$ cat src/rtl/timer_pkg.sv
// Shared definitions for the microwave timer sequencer.
//   BCD_W            width of one BCD digit
//   DONE_CYCLES_DEF  default number of 1 Hz ticks that 'done' is held
//   state_t          sequencer state encoding
//   is_bcd()         true for digit codes 0-9
package timer_pkg;

  localparam int unsigned BCD_W           = 4;
  localparam int unsigned DONE_CYCLES_DEF = 5;

  typedef enum logic [2:0] {
    ST_IDLE  = 3'd0,
    ST_ENTRY = 3'd1,
    ST_LOAD  = 3'd2,
    ST_RUN   = 3'd3,
    ST_PAUSE = 3'd4,
    ST_DONE  = 3'd5
  } state_t;

  function automatic logic is_bcd(input logic [BCD_W-1:0] digit);
    return (digit <= 4'd9);
  endfunction

endpackage

$ cat src/rtl/key_shift_reg.sv
// Keypad entry register: DIGITS BCD digits, newest digit enters at [3:0],
// older digits move up one nibble and the oldest falls off the MSB end.
//   clock  in   system clock, rising edge
//   reset  in   synchronous active-high reset, clears the register
//   clear  in   synchronous clear
//   shift  in   shift in 'digit'
//   digit  in   BCD digit to insert
//   data   out  register contents, MSB nibble = oldest digit
module key_shift_reg
  import timer_pkg::*;
#(
  parameter int unsigned DIGITS = 4
) (
  input  logic                      clock,
  input  logic                      reset,
  input  logic                      clear,
  input  logic                      shift,
  input  logic [BCD_W-1:0]          digit,
  output logic [BCD_W*DIGITS-1:0]   data
);

  localparam int unsigned DATA_W = BCD_W * DIGITS;

  always_ff @(posedge clock) begin
    if (reset || clear) begin
      data <= '0;
    end else if (shift) begin
      // Shift-and-OR form stays legal for DIGITS == 1.
      data <= (data << BCD_W) | DATA_W'(digit);
    end
  end

endmodule

$ cat src/rtl/timer_controller.sv
// Microwave countdown sequencer: collects keypad digits, loads them into the
// counter cascade, gates the 1 Hz count enable and drives magnetron/done.
//   clock        in   system clock, rising edge
//   reset        in   synchronous active-high reset
//   start        in   start/resume pulse
//   stop         in   pause request; clears when paused or entering digits
//   door_closed  in   1 = door closed
//   key_valid    in   key_digit strobe
//   key_digit    in   BCD digit (10-15 ignored)
//   one_hz_tick  in   one-cycle pulse per second
//   timer_zero   in   cascade at 00:00
//   data         out  digits to cascade, [3:0] = seconds ones
//   loadn        out  active-low parallel load
//   clearn       out  active-low cascade clear
//   en           out  count enable (tick gated by RUN, same cycle as tick)
//   mag_on       out  magnetron enable
//   done         out  cooking finished
module timer_controller
  import timer_pkg::*;
#(
  parameter int unsigned DIGITS      = 4,
  parameter int unsigned DONE_CYCLES = DONE_CYCLES_DEF
) (
  input  logic                      clock,
  input  logic                      reset,
  input  logic                      start,
  input  logic                      stop,
  input  logic                      door_closed,
  input  logic                      key_valid,
  input  logic [BCD_W-1:0]          key_digit,
  input  logic                      one_hz_tick,
  input  logic                      timer_zero,
  output logic [BCD_W*DIGITS-1:0]   data,
  output logic                      loadn,
  output logic                      clearn,
  output logic                      en,
  output logic                      mag_on,
  output logic                      done
);

  localparam int unsigned CNT_W = $clog2(DONE_CYCLES + 1);
  localparam logic [CNT_W-1:0] CNT_LAST = CNT_W'(DONE_CYCLES - 1);

  state_t           state;
  logic [CNT_W-1:0] done_cnt;
  logic             rst_d;
  logic             key_ok;
  logic             start_ok;
  logic             accept_key;
  logic             go_clear;

  assign key_ok   = key_valid && is_bcd(key_digit);
  assign start_ok = start && door_closed && (data != '0);

  // Entry-register control and the "clear and return to IDLE" decision are
  // shared between the shift register and the FSM so both act on one edge.
  always_comb begin
    accept_key = 1'b0;
    go_clear   = 1'b0;
    unique case (state)
      ST_IDLE:  accept_key = key_ok;
      ST_ENTRY: begin
        go_clear   = stop;
        accept_key = key_ok && !stop && !start_ok;
      end
      ST_PAUSE: go_clear = stop;
      ST_DONE:  go_clear = stop || (one_hz_tick && (done_cnt == CNT_LAST));
      default: ;
    endcase
  end

  // Combinational gate so the cascade counts on the very tick cycle;
  // timer_zero wins over a coincident tick.
  assign en = (state == ST_RUN) && one_hz_tick && !timer_zero && !reset;

  key_shift_reg #(
    .DIGITS (DIGITS)
  ) u_key_shift_reg (
    .clock (clock),
    .reset (reset),
    .clear (go_clear),
    .shift (accept_key),
    .digit (key_digit),
    .data  (data)
  );

  always_ff @(posedge clock) begin
    if (reset) begin
      state    <= ST_IDLE;
      done_cnt <= '0;
      rst_d    <= 1'b1;
      loadn    <= 1'b1;
      clearn   <= 1'b0;
      mag_on   <= 1'b0;
      done     <= 1'b0;
    end else begin
      rst_d  <= 1'b0;
      loadn  <= 1'b1;
      // Held low one extra cycle after reset release, and for one cycle
      // on every clear-to-IDLE transition.
      clearn <= !(rst_d || go_clear);
      unique case (state)
        ST_IDLE: begin
          if (accept_key) state <= ST_ENTRY;
        end
        ST_ENTRY: begin
          if (stop) begin
            state <= ST_IDLE;
          end else if (start_ok) begin
            state <= ST_LOAD;
            loadn <= 1'b0;
          end
        end
        ST_LOAD: begin
          if (!door_closed || stop) begin
            state <= ST_PAUSE;
          end else begin
            state  <= ST_RUN;
            mag_on <= 1'b1;
          end
        end
        ST_RUN: begin
          if (!door_closed || stop) begin
            state  <= ST_PAUSE;
            mag_on <= 1'b0;
          end else if (timer_zero) begin
            state    <= ST_DONE;
            mag_on   <= 1'b0;
            done     <= 1'b1;
            done_cnt <= '0;
          end
        end
        ST_PAUSE: begin
          if (stop) begin
            state <= ST_IDLE;
          end else if (start && door_closed) begin
            state  <= ST_RUN;
            mag_on <= 1'b1;
          end
        end
        ST_DONE: begin
          if (go_clear) begin
            state <= ST_IDLE;
            done  <= 1'b0;
          end else if (one_hz_tick) begin
            done_cnt <= done_cnt + 1'b1;
          end
        end
        default: begin
          state  <= ST_IDLE;
          mag_on <= 1'b0;
          done   <= 1'b0;
        end
      endcase
    end
  end

endmodule
$ cat config.mk
export PLATFORM = sky130hd
export DESIGN_NAME = timer_controller
export DESIGN_NICKNAME = d
export VERILOG_FILES = /design/src/rtl/timer_pkg.sv /design/src/rtl/key_shift_reg.sv /design/src/rtl/timer_controller.sv
export SDC_FILE = /design/constraint.sdc
export NUM_CORES = 1
export LEC_CHECK = 0
export CAP_MARGIN = 20
export CORE_ASPECT_RATIO = 1.4
export CORE_MARGIN = 2
export CORE_UTILIZATION = 52
export DETAILED_ROUTE_END_ITERATION = 12
export PLACE_DENSITY = 0.92
export SLEW_MARGIN = 20
export SYNTH_ARGS = -nofsm -noshare
export SYNTH_HDL_FRONTEND = slang
export SYNTH_SLANG_ARGS = --single-unit
$ cat constraint.sdc
create_clock -name clock -period 3.2 [get_ports clock]
set_input_delay 0.96 -clock clock [delete_from_list [all_inputs] [get_ports clock]]
set_output_delay 0.96 -clock clock [all_outputs]
set_load 0.01 [all_outputs]
==> results of run 1 <==
==> cell families (layout without fill, tap and decap cells) <==
| kind of cell | after synthesis | in the layout | synth area share (%) |
|---|---|---|---|
| simple gates | 63 | 63 | 27.9 |
| flops | 27 | 27 | 39.0 |
| compound gates | 23 | 23 | 12.7 |
| buf+inv | 12 | 44 | 4.42 |
| xor+xnor | 3 | 3 | 1.89 |
| fa+ha+maj | 2 | 2 | 1.80 |
| mux | 17 | 17 | 12.4 |
==> worst register-to-register path, stage by stage (launching register included) <==
cell      delay (ps)
dfxtp_1          750
nor4bb_1         600
and2_1           260
o21ai_0          100
a21oi_1          170
==> worst max-delay path by stage <==
stage | startpoint | to | slack [ps] | cells past startpoint
6_report | one_hz_tick | en | 140 | 4
5_1_grt | one_hz_tick | en | 90 | 4
3_5_place_dp | one_hz_tick | en | -140 | 4
3_3_place_gp | one_hz_tick | en | -110 | 4
4_1_cts | one_hz_tick | en | 120 | 4
2_1_floorplan | reset | en | 700 | 3
==> synth_stat cells, types with 2 or more instances <==
cell type,instances
nor3_1,2
a21oi_1,7
nor2b_1,5
nor2_1,3
nand3_1,4
nor4_2,2
nor4bb_1,2
and2_1,2
xnor2_1,2
ha_1,2
a211o_1,2
nor3b_1,2
inv_1,2
nand2_1,27
nor4_4,2
dfxtp_1,27
mux2i_1,16
clkbuf_1,7
nand2b_1,2
o21ai_0,3
==> state kept, by name (all words and copies together) (netlist names) <==
| name | cells |
|---|---|
| mag_on | 1 |
| state | 3 |
| u_key_shift_reg.data | 16 |
| rst_d | 1 |
| loadn | 1 |
| done | 1 |
| done_cnt | 3 |
| clearn | 1 |
==> cell type report <==
type	count	area, µm²	area share [%]
multi-input cells	108	793	44.6
repair buffers	38	364	20.5
flip-flops and latches	27	541	30.4
inverters	2	7.51	0.423
well taps	36	45.0	2.54
clock buffers	4	26.3	1.48
==> where the power goes <==
group	internal, mW	total (mW)	switching, mW
Sequential	0.349	0.368	0.0184
Combinational	0.0797	0.149	0.0688
Clock	0.0488	0.143	0.0945
Total	0.478	0.660	0.182
==> layout by cell type, fill, tap and decap left out, types with 2 or more instances in the layout <==
| cell | instances |
|---|---|
| a211o_1 | 2 |
| a21oi_1 | 7 |
| and2_1 | 2 |
| buf_4 | 6 |
| clkbuf_4 | 3 |
| clkdlybuf4s50_1 | 31 |
| dfxtp_1 | 27 |
| ha_1 | 2 |
| inv_1 | 2 |
| mux2i_1 | 16 |
| nand2_1 | 27 |
| nand2b_1 | 2 |
| nand3_1 | 4 |
| nor2_1 | 3 |
| nor2b_1 | 5 |
| nor3_1 | 2 |
| nor3b_1 | 2 |
| nor4_2 | 2 |
| nor4_4 | 2 |
| nor4bb_1 | 2 |
| o21ai_0 | 3 |
| xnor2_1 | 2 |
==> layer usage <==
metal	routed length, µm	part of all wire (%)
met1	1150	39
met2	1580	54
met3	136	4.6
met4	82	2.8
met5	0	0
==> stage by stage <==
stage          power [mW]  utilization, %  hold slack, ps
2_1_floorplan       0.467               -             367
3_3_place_gp        0.518            67.7             370
3_5_place_dp        0.525            67.7             374
4_1_cts             0.662            68.7             394
5_1_grt             0.691            68.7             425
6_report            0.660            68.7             392
==> repair_timing <==
action / 4_1_cts / 5_1_grt
setup endpoints to repair: 1 / 0
hold buffers: 0 / 0
endpoints found under the hold margin: 0 / 0
gates resized for setup: 1 / 0
==> insert_results.sql, run 1 <==
INSERT INTO impl_metrics (metric_group, metric, value, unit) VALUES
('outcome', 'run_status', 'completed', ''),
('grt', 'globalRouteMet2Util', '38.5', '%'),
('timing', 'timing_worst_slew_pin_value', '634', 'ps'),
('timing', 'final_hold_viol_count', '0', ''),
('synth', 'ys.warnings.count', '0', ''),
('setup_path', 'worstReg2RegStart', 'state[2]', ''),
('setup_path', 'cp-start-kind', 'input pin', ''),
('grt', 'globalRoute.totalOverflow', '0', ''),
('setup_path', 'critical_path.n_buffers_inverters', '2', ''),
('timing', 'grt_setup_unrepaired', 'no', ''),
('route', 'tritonroute_pass_1_iters', '4', ''),
('clock_network', 'cts_sinks', '27', ''),
('grt', 'antenna_violations_before_repair', '0', ''),
('flow_run', 'maxCapViolations', '0', ''),
('clock_network', 'tritoncts.num_buffers', '3', ''),
('placed_design', 'portBuffers', '32', ''),
('timing', 'final.period_utilization', '95.6', '%'),
('timing', 'setup_viol', '0', ''),
('route', 'drt_iter0_markers', '15', ''),
('synth', 'synth_top_area_cell', 'dfxtp_1', ''),
('worst_hold_path', 'timing.hold.worst_endpoint', 'clearn', ''),
('clock_network', 'cts_htree_levels', '1', ''),
('floorplanning', 'fp.dieH', '65.1', 'µm'),
('placed_design', 'gp_routability_congestion', '0.911', ''),
('synth', 'most_frequently_used_flop_master_after_synthesis', 'dfxtp_1', ''),
('setup_path', 'critical_path.endpoint_type', 'output pin', ''),
('timing', 'max_clock_freq', '327', 'MHz'),
('grt', 'grt_first_pass_wirelength', '4.73', 'mm'),
('placed_design', 'dpl-instance-area', '0.00175', 'mm²'),
('setup_path', 'timing.critical_path.slowest_stage_cell', 'clkdlybuf4s50_1', ''),
('setup_path', 'worst-endpoint-required', '2240', 'ps'),
('worst_hold_path', 'hp-start', 'rst_d', ''),
('pwr', 'pwr_density_cell', '371', 'mW/mm²'),
('setup_path', 'critical_path_start_end_classification', 'input pin to output pin', ''),
('timing', 'skew', '2.21', 'ps'),
('floorplanning', 'coreArea', '0.00259', 'mm²'),
('timing', 'fin_crit', '3060', 'ps'),
('layout', 'final_nets', '194', ''),
('synth', 'synthDominantCellAreaShare', '39.0', '%'),
('worst_hold_path', 'worstHoldPathType', 'register to register', ''),
('setup_path', 'timing.critical_path.slowest_cell_delay', '460', 'ps'),
('timing', 'max_slew_headroom_at_the_worst_pin', '57.6', '%'),
('synth', 'synth-seq-area-share', '39.0', '%'),
('route', 'wl_per_cell', '13.7', 'µm'),
('grt', 'gr_met1_demand_resource', '21.1', '%'),
('layout', 'layout_cell_share_with_drive_strength_beyond_1', '11.2', '%'),
('layout', 'layout-area-overhead-vs-synth', '28.0', '%'),
('pwr', 'power_leakage', '0.663', 'nW'),
('route', 'detail_route.vias_per_cell', '5.60', ''),
('clock_network', 'clk_latency', '320', 'ps'),
('clock_network', 'cts_tree', 'yes', ''),
('synth', 'synth-edff-count', '0', ''),
('grt', 'global_route.peak_usage_layer', 'met2', ''),
('layout', 'final_cells', '215', ''),
('grt', 'pin_count_of_the_biggest_net_entering_global_routing', '22', ''),
('layout', 'antenna_cells_inserted', '0', ''),
('floorplanning', 'initial_utilization', '53.6', '%'),
('setup_path', 'timing.reg2reg.setup_slack', '1250', 'ps'),
('grt', 'first_global_vias', '1128', ''),
('clock_network', 'post_cts.repair.setup_buffers', '0', ''),
('synth', 'yosysUniqueCellTypes', '46', ''),
('floorplanning', 'placement_rows', '22', ''),
('floorplanning', 'fp.dieArea', '0.00310', 'mm²'),
('synth', 'syn-num-nets', '161', ''),
('placed_design', 'dpl.hpwl', '2.33', 'mm'),
('clock_network', 'clkTransAtPathRegs', '130', 'ps'),
('grt', 'grt_use_met3', '3.30', '%'),
('timing', 'final_max_slew_viol_count', '0', ''),
('clock_network', 'clk_root_buffer_cell', 'clkbuf_4', ''),
('synth', 'synthesis.area', '0.00139', 'mm²'),
('grt', 'grt.total_usage', '20.5', '%');
No activity file was read; power rests on OpenSTA's default activity.
==> run 2, diff against run 1 <==
--- a/config.mk
+++ b/config.mk
@@ -10,7 +10,9 @@
 export CORE_MARGIN = 2
 export CORE_UTILIZATION = 52
 export DETAILED_ROUTE_END_ITERATION = 12
+export GPL_TIMING_DRIVEN = 0
 export PLACE_DENSITY = 0.92
+export SKIP_CTS_REPAIR_TIMING = 1
 export SLEW_MARGIN = 20
 export SYNTH_ARGS = -nofsm -noshare
 export SYNTH_HDL_FRONTEND = slang
==> run 2 against run 1 <==
Largest cell class unchanged. First-iteration DRC count rose by 53%. Die area did not move. Routed wire length rose by 4.7%.
==> insert_results.sql, run 2 (synthesis results as in run 1) <==
INSERT INTO impl_metrics (metric_group, metric, value, unit) VALUES
('placed_design', 'gp_routability_congestion', '0.929', ''),
('grt', 'globalRoute.totalOverflow', '0', ''),
('setup_path', 'cp-start-kind', 'input pin', ''),
('clock_network', 'cts_htree_levels', '1', ''),
('timing', 'tns', '0', 'ps'),
('timing', 'worst_hold_slack', '404', 'ps'),
('setup_path', 'timing.critical_path.slowest_cell_delay', '250', 'ps'),
('layout', 'largest_register_ffs', '16', ''),
('pwr', 'pwr_density_cell', '367', 'mW/mm²'),
('layout', 'post-route-cell-area', '0.00180', 'mm²'),
('setup_path', 'critical_path_start_end_classification', 'input pin to output pin', ''),
('floorplanning', 'initial_utilization', '53.6', '%'),
('layout', 'antenna_cells_inserted', '0', ''),
('route', 'detail_route.vias_per_cell', '5.58', ''),
('floorplanning', 'fp.dieArea', '0.00310', 'mm²'),
('timing', 'fin_crit', '2820', 'ps'),
('route', 'tritonroute_pass_1_iters', '4', ''),
('layout', 'layout-area-overhead-vs-synth', '29.8', '%'),
('grt', 'first_global_vias', '1252', ''),
('route', 'drt_iter0_markers', '23', ''),
('clock_network', 'clk_root_buffer_cell', 'clkbuf_4', ''),
('timing', 'max_clock_freq', '354', 'MHz'),
('layout', 'n_fill_cell', '228', ''),
('grt', 'pin_count_of_the_biggest_net_entering_global_routing', '16', ''),
('placed_design', 'dpl-instance-area', '0.00175', 'mm²'),
('floorplanning', 'fp.dieH', '65.1', 'µm'),
('layout', 'seq_area', '541', 'µm²'),
('worst_hold_path', 'worstHoldPathType', 'register to register', ''),
('setup_path', 'timing.critical_path.slowest_stage_cell', 'nor4bb_2', ''),
('clock_network', 'tritoncts.num_buffers', '3', ''),
('grt', 'grt.total_usage', '21.4', '%'),
('floorplanning', 'ioPinCount', '33', ''),
('layout', 'top_register', 'u_key_shift_reg.data', ''),
('outcome', 'run_status', 'completed', ''),
('route', 'drc', '0', ''),
('floorplanning', 'coreArea', '0.00259', 'mm²'),
('flow_run', 'maxCapViolations', '0', ''),
('layout', 'layout_cell_share_with_drive_strength_beyond_1', '10.4', '%'),
('placed_design', 'dpl.hpwl', '2.48', 'mm'),
('route', 'wl_per_cell', '14.1', 'µm'),
('timing', 'skew', '3.87', 'ps'),
('timing', 'final_hold_viol_count', '0', ''),
('layout', 'final_cell_mix', '28 x clkdlybuf4s50_1, 27 x nand2_1, 27 x dfxtp_1', ''),
('pwr', 'power_leakage', '0.707', 'nW'),
('floorplanning', 'die_boundary_width', '47.7', 'µm'),
('setup_path', 'critical_path.endpoint_type', 'output pin', ''),
('route', 'vias', '1223', ''),
('clock_network', 'clkTransAtPathRegs', '140', 'ps'),
('layout', 'layout.cells.most_common', 'clkdlybuf4s50_1', ''),
('route', 'totalWireLength', '3.09', 'mm'),
('clock_network', 'cts_sinks', '27', ''),
('timing', 'grt_setup_unrepaired', 'no', ''),
('pwr', 'ir_worst_vdd', '0.287', 'mV'),
('setup_path', 'cp_common_cell', 'dlymetal6s2s_1', ''),
('clock_network', 'cts_tree', 'yes', ''),
('layout', 'biggestRegsByFlops', 'u_key_shift_reg.data: 16 flops, done_cnt: 3 flops, state: 3 flops', ''),
('layout', 'multi_input_comb_area', '792', 'µm²'),
('timing', 'setup_viol', '0', ''),
('timing', 'final.period_utilization', '88.2', '%'),
('layout', 'final_nets', '198', ''),
('setup_path', 'path_max_fanout', '10', ''),
('setup_path', 'worst-endpoint-required', '2240', 'ps'),
('layout', 'finish.utilization', '69.6', '%'),
('grt', 'grt_first_pass_wirelength', '4.97', 'mm'),
('route', 'postRouteAntennaNets', '0', ''),
('timing', 'max_slew_headroom_at_the_worst_pin', '60.0', '%'),
('setup_path', 'crit_path_cell_trace', 'dlymetal6s2s_1 > buf_4 > nor4bb_2 > and2_1 > dlymetal6s2s_1', ''),
('setup_path', 'cp.arrival', '1860', 'ps'),
('timing', 'final_max_slew_viol_count', '0', ''),
('clock_network', 'max_clock_buf_depth', '2', ''),
('floorplanning', 'placement_rows', '22', ''),
('clock_network', 'clk_latency', '310', 'ps'),
('placed_design', 'portBuffers', '32', ''),
('timing', 'timing_worst_slew_pin_value', '592', 'ps'),
('grt', 'antenna_violations_before_repair', '0', '');
run 2: cell count changes in the layout (fill, tap and decap cells not counted), sizes merged:
cell	delta
clkbuf	+5
dlygate4sd2	-1
clkinv	+1
buf	-2
clkdlybuf4s50	-3
dlymetal6s2s	+4
run 2: cell type report:
type / instances / share of cell area [%]
flip-flops and latches: 27 / 30.0
plain buffers: 10 / 3.20
clock inverters: 1 / 0.278
clock buffers: 3 / 1.25
inverters: 2 / 0.417
multi-input cells: 108 / 44.0
well taps: 36 / 2.50
repair buffers: 32 / 18.3
run 2: path summary, 6_finish.rpt:
kind	start	end	slack [ps]	cells after the start
hold / removal	rst_d	clearn	400	1
setup reg to reg	u_key_shift_reg.data[8]	u_key_shift_reg.data[7]	1200	5
hold reg to reg	rst_d	clearn	400	1
setup / recovery	reset	en	380	5
run 2: power by group:
group	total [mW]	leakage [nW]	switching (mW)	internal [mW]
combinational	0.155	0.470	0.0759	0.0795
clock	0.141	0.0177	0.0946	0.0467
sequential	0.364	0.219	0.0140	0.350
total	0.660	0.707	0.184	0.476
run 2: layer usage:
metal  up-vias  GRT usage, %  routed length, µm
met3         2          3.85                113
met5         -             0                  0
met2        41          41.9               1780
met1       583          20.9               1180
li1        597             -                  -
met4         0          6.08                 19
run 2: per-stage QoR:
step	setup WS (ps)	power, mW	std cells
after CTS	-404	0.665	219
final	378	0.660	219
after global routing	302	0.693	219
after global placement	-368	0.519	215
after detailed placement	-383	0.525	215
after floorplan	701	0.467	147
run 2: worst max-delay path, delay by kind of cell:
kind | cells | cell delay (ps)
buffers and inverters | 3 | 490
AND/OR/NAND/NOR | 2 | 410
